===== src/rtl/divider_ctrl.sv =====
// Programmable modulo-N counter / frequency divider controller.
// Owns the divisor and count registers. New divisors arrive over a valid/ready
// handshake and are applied only at a period boundary. Produces a terminal
// tick and a near-50% clock-enable waveform.
module divider_ctrl #(
  parameter int unsigned WIDTH = 8
) (
  input  logic             clk,
  input  logic             reset,
  input  logic             en,
  input  logic             cfg_valid,
  input  logic [WIDTH-1:0] cfg_div,
  output logic             cfg_ready,
  output logic             running,
  output logic [WIDTH-1:0] count,
  output logic             tick,
  output logic             clk_out
);

  typedef enum logic {
    IDLE,
    RUN
  } state_t;

  localparam logic [WIDTH-1:0] ONE = {{(WIDTH-1){1'b0}}, 1'b1};

  state_t           state_q, state_d;
  logic [WIDTH-1:0] div_q, div_d;
  logic [WIDTH-1:0] count_q, count_d;
  logic [WIDTH-1:0] pend_div_q, pend_div_d;
  logic             pend_valid_q, pend_valid_d;

  logic             xfer;
  logic             terminal;
  logic [WIDTH-1:0] next_div;
  logic [WIDTH:0]   half_period;

  assign xfer     = cfg_valid & ~pend_valid_q;
  // div_q is never zero in RUN, but guard the subtraction anyway.
  assign terminal = (state_q == RUN) && (div_q != '0) && (count_q == div_q - ONE);

  // A transfer landing on the terminal cycle bypasses the pending register and
  // is applied at this same wrap, so pend_valid never becomes visible.
  assign next_div = pend_valid_q ? pend_div_q : (xfer ? cfg_div : div_q);

  // ceil(N/2) computed one bit wider so N = 2^WIDTH-1 does not overflow.
  assign half_period = ({1'b0, div_q} + {{WIDTH{1'b0}}, 1'b1}) >> 1;

  // Next-state: configuration load, counting, wrap and pending application.
  always_comb begin
    state_d      = state_q;
    div_d        = div_q;
    count_d      = count_q;
    pend_valid_d = pend_valid_q;
    pend_div_d   = pend_div_q;
    case (state_q)
      IDLE: begin
        count_d = '0;
        if (xfer && (cfg_div != '0)) begin
          div_d   = cfg_div;
          state_d = RUN;
        end
      end
      RUN: begin
        if (en && terminal) begin
          count_d      = '0;
          div_d        = next_div;
          pend_valid_d = 1'b0;
          if (next_div == '0) begin
            state_d = IDLE;
          end
        end else begin
          if (en) begin
            count_d = count_q + ONE;
          end
          if (xfer) begin
            pend_valid_d = 1'b1;
            pend_div_d   = cfg_div;
          end
        end
      end
      default: state_d = IDLE;
    endcase
  end

  // State and datapath registers with synchronous reset.
  always_ff @(posedge clk) begin
    if (reset) begin
      state_q      <= IDLE;
      div_q        <= '0;
      count_q      <= '0;
      pend_valid_q <= 1'b0;
      pend_div_q   <= '0;
    end else begin
      state_q      <= state_d;
      div_q        <= div_d;
      count_q      <= count_d;
      pend_valid_q <= pend_valid_d;
      pend_div_q   <= pend_div_d;
    end
  end

  assign running   = (state_q == RUN);
  assign count     = count_q;
  assign cfg_ready = ~pend_valid_q;
  assign tick      = running & en & terminal;
  assign clk_out   = running & ({1'b0, count_q} < half_period);

endmodule


===== config.mk =====
export PLATFORM = sky130hd
export DESIGN_NAME = divider_ctrl
export DESIGN_NICKNAME = d
export VERILOG_FILES = /design/src/rtl/divider_ctrl.sv
export SDC_FILE = /design/constraint.sdc
export NUM_CORES = 1
export LEC_CHECK = 0
export CAP_MARGIN = 20
export CORE_ASPECT_RATIO = 1.1
export CORE_MARGIN = 5
export CORE_UTILIZATION = 45
export DETAILED_ROUTE_END_ITERATION = 7
export GPL_ROUTABILITY_DRIVEN = 0
export PLACE_DENSITY = 0.64
export SLEW_MARGIN = 20
export SYNTH_ARGS = -nofsm -noshare
export SYNTH_HDL_FRONTEND = slang
export SYNTH_SLANG_ARGS = --single-unit

===== constraint.sdc =====
create_clock -name clk -period 2.86 [get_ports clk]
set_input_delay 0.572 -clock clk [delete_from_list [all_inputs] [get_ports clk]]
set_output_delay 0.572 -clock clk [all_outputs]
set_load 0.02 [all_outputs]

==> metrics.txt <==
status=completed; design area=approximately 0.0025 mm²; Setup-failing EPs final=0; Fill cells=just over 400; Antenna diodes=0; Crit. Startpoint=div_q[0]; CTS Buf Count=3; ys async rst share=0; unrepaired setup endpoints after global routing=no; PnR Total Power=~1.0 mW; # rows=25; # DRC=0; most frequent cells after synthesis=dfxtp_1, nand2b_1, nand2_1; vias in the first global route=around 1700; reg-to-reg setup timing slack=0.37 ns; layout cells sized above 1=0.1949; crit path DAT=approximately 2.2 ns; end of the critical path=clk_out; initial core utilization=0.4565; syn nets=roughly 260; Yosys top cell area share=0.2680; Main synth FF type=dfxtp_1; Die Y=~80 µm; fin crit period=between 2 and 3 ns; Max Cap Violations=0; clock slew at reported path FFs=~0.1 ns; GR Overflow Total=0; DRT antenna net count=0; Hold Path Class=register to register; leak pwr=0.9414 nW; CTS tree=built; antenna violations before repair=0; WL final=approximately 4900 µm; num ports=24; Sink Count=26; worst r2r dst=pend_div_q[7]; RR Startpoint=div_q[0]; routing usage on met1=0.2074; placed cell areas=approximately 0.0024 mm²; max-slew violations=0; Yosys reg bits=26; Iteration-0 DRC Markers=84; Final Hold Fails=0; WS Path Type=register to primary output; met2 global-route usage=0.3312; DP HPWL=around 3800 µm; worst-path fanout max=4; chip width=just over 70 µm; Slew Limit Headroom=0.5989; die area=0.005731 mm²; top-count cell post-synth=dfxtp_1; Post-CTS Setup Bufs=0; core area=0.004254 mm²; period utilization=0.9589; Mean Syn Cell Area=8.194 µm²; Port Buffers=23; post-synth top area cell=dfxtp_1; grt met3 use=0.01519; post-route insts no fill=331; CTS Buffer Depth=2; Synth Instances=237; critical path launch point type=register; hold_sp=pend_div_q[2]; crit path capture type=primary output; worst path required time=2.29 ns; routed vias=between 1500 and 2000; fin nets=300; Worst Clk Skew=0.004111 ns; Max Clk Rate=364.6 MHz; Layout area overhead=28.87%; Worst-Skew Late Latency=~0.28 ns; H-tree level count=1; Cell variety after synth=43; synthesized cell area=between 0.0015 and 0.002 mm²; measured slew at the worst slew-check pin=around 0.6 ns; Area contributors post-synth=dfxtp_1, mux2i_1, nand2b_1; sequential element share of the synthesized area=0.2680; Most Used Layer, Global Route=met2; FF-to-FF path depth=9; Clock Tree Root=clkbuf_8; hold_buf cts=0; Routed WL per cell=~15 µm; Setup TNS Final=0 ns; PD cells=417.6 mW/mm²; All-Layer GR Usage=0.1767; first-pass GRT wire length=approximately 8000 µm; post-DR vias/cell=5.474; Placed Cells=327; router iterations before antenna repair=4; largest net degree at the start of global routing=20; Ys Warns=0; peak supply drop=approximately 0.00024 V; Post-synth EDFFs=0
-- stage by stage --
step                utilization  hold slack (ns)  setup WS (ns)
detailed placement       0.5618           0.4654        -0.1294
floorplan                     -           0.4488         0.2986
global route             0.5882           0.5159      0.0006217
global placement         0.5618           0.4605        -0.1016
CTS                      0.5794           0.4829       0.004204
finish                   0.5882           0.4810         0.1174
-- report_power, final --
group	leakage [nW]	switching [mW]	internal, mW
sequential	0.214	0.0300	0.383
combinational	0.692	0.151	0.159
clock	0.0357	0.135	0.188
-- critical path, stage by stage (launching register included) --
cell	delay, ns
dfxtp_4	0.38
ha_4	0.17
xnor2_2	0.12
ha_1	0.28
a21o_1	0.16
a21o_1	0.19
a211oi_2	0.18
o21bai_1	0.10
a31oi_1	0.14
buf_4	0.16
-- final cells by class --
class                   count  area (µm²)  share of cell area
clock buffers               3       41.29             0.01650
well taps                  54       67.56             0.02700
repair buffers             51       435.4              0.1740
inverters                   6       25.02             0.01000
multi-input cells         190        1374              0.5490
flip-flops and latches     26       529.3              0.2115
clock inverters             1       30.03             0.01200
-- state kept, by name (all words and copies together), names as in the netlist --
| signal | cells |
|---|---|
| count | 8 |
| div_q | 8 |
| pend_div_q | 8 |
| pend_valid_q | 1 |
| running | 1 |
-- logic make-up (layout without fill, tap and decap cells) --
kind of cell,Yosys count,in the layout,synth area share
compound gates,42,42,0.1662
xor+xnor,19,19,0.08570
fa+ha+maj,10,10,0.06443
buf+inv,21,61,0.04381
flops,26,26,0.2680
mux,17,17,0.08827
simple gates,102,102,0.2835
-- repair_timing --
action,CTS,global route
pin swaps,0,6
setup endpoints to repair,2,2
gates resized for setup,11,13
-- per-layer routing --
| layer | wire [µm] | up-vias |
|---|---|---|
| met2 | 2494 | 29 |
| met3 | 150 | 4 |
| met1 | 2163 | 853 |
| met5 | 0 | - |
| met4 | 62 | 0 |
| li1 | - | 926 |
-- cells in the final DEF (no fill, tap or decap), types with 2 or more instances in the layout --
master | netlist | layout
nand2b_1 | 24 | 24
a21o_1 | 2 | 2
nor3_1 | 12 | 11
and2_1 | 6 | 6
a221oi_1 | 7 | 7
nand3b_1 | 2 | 2
nor4_1 | 4 | 4
dfxtp_4 | 0 | 2
clkdlybuf4s50_1 | 0 | 21
nand4_1 | 5 | 5
nand3_1 | 9 | 9
inv_1 | 5 | 4
a311oi_1 | 3 | 3
nor2b_1 | 2 | 2
a21oi_1 | 7 | 7
mux2i_1 | 16 | 16
nor2_1 | 15 | 14
clkbuf_8 | 0 | 3
buf_4 | 0 | 30
dfxtp_1 | 26 | 23
ha_1 | 10 | 9
a211oi_1 | 3 | 2
xor2_1 | 11 | 11
nand2_1 | 18 | 18
xnor2_1 | 8 | 7
o21ai_0 | 8 | 8
-- how the worst min path moves through the flow --
| stage | to | slack [ns] | cells after the start |
|---|---|---|---|
| floorplan | pend_div_q[7] | 0.45 | 2 |
| global placement | pend_div_q[5] | 0.46 | 2 |
| detailed placement | pend_div_q[2] | 0.47 | 2 |
| CTS | pend_div_q[3] | 0.48 | 2 |
| global route | pend_div_q[1] | 0.52 | 2 |
| finish | pend_div_q[2] | 0.48 | 2 |
Note: power is estimated with default switching activity, not from simulation.
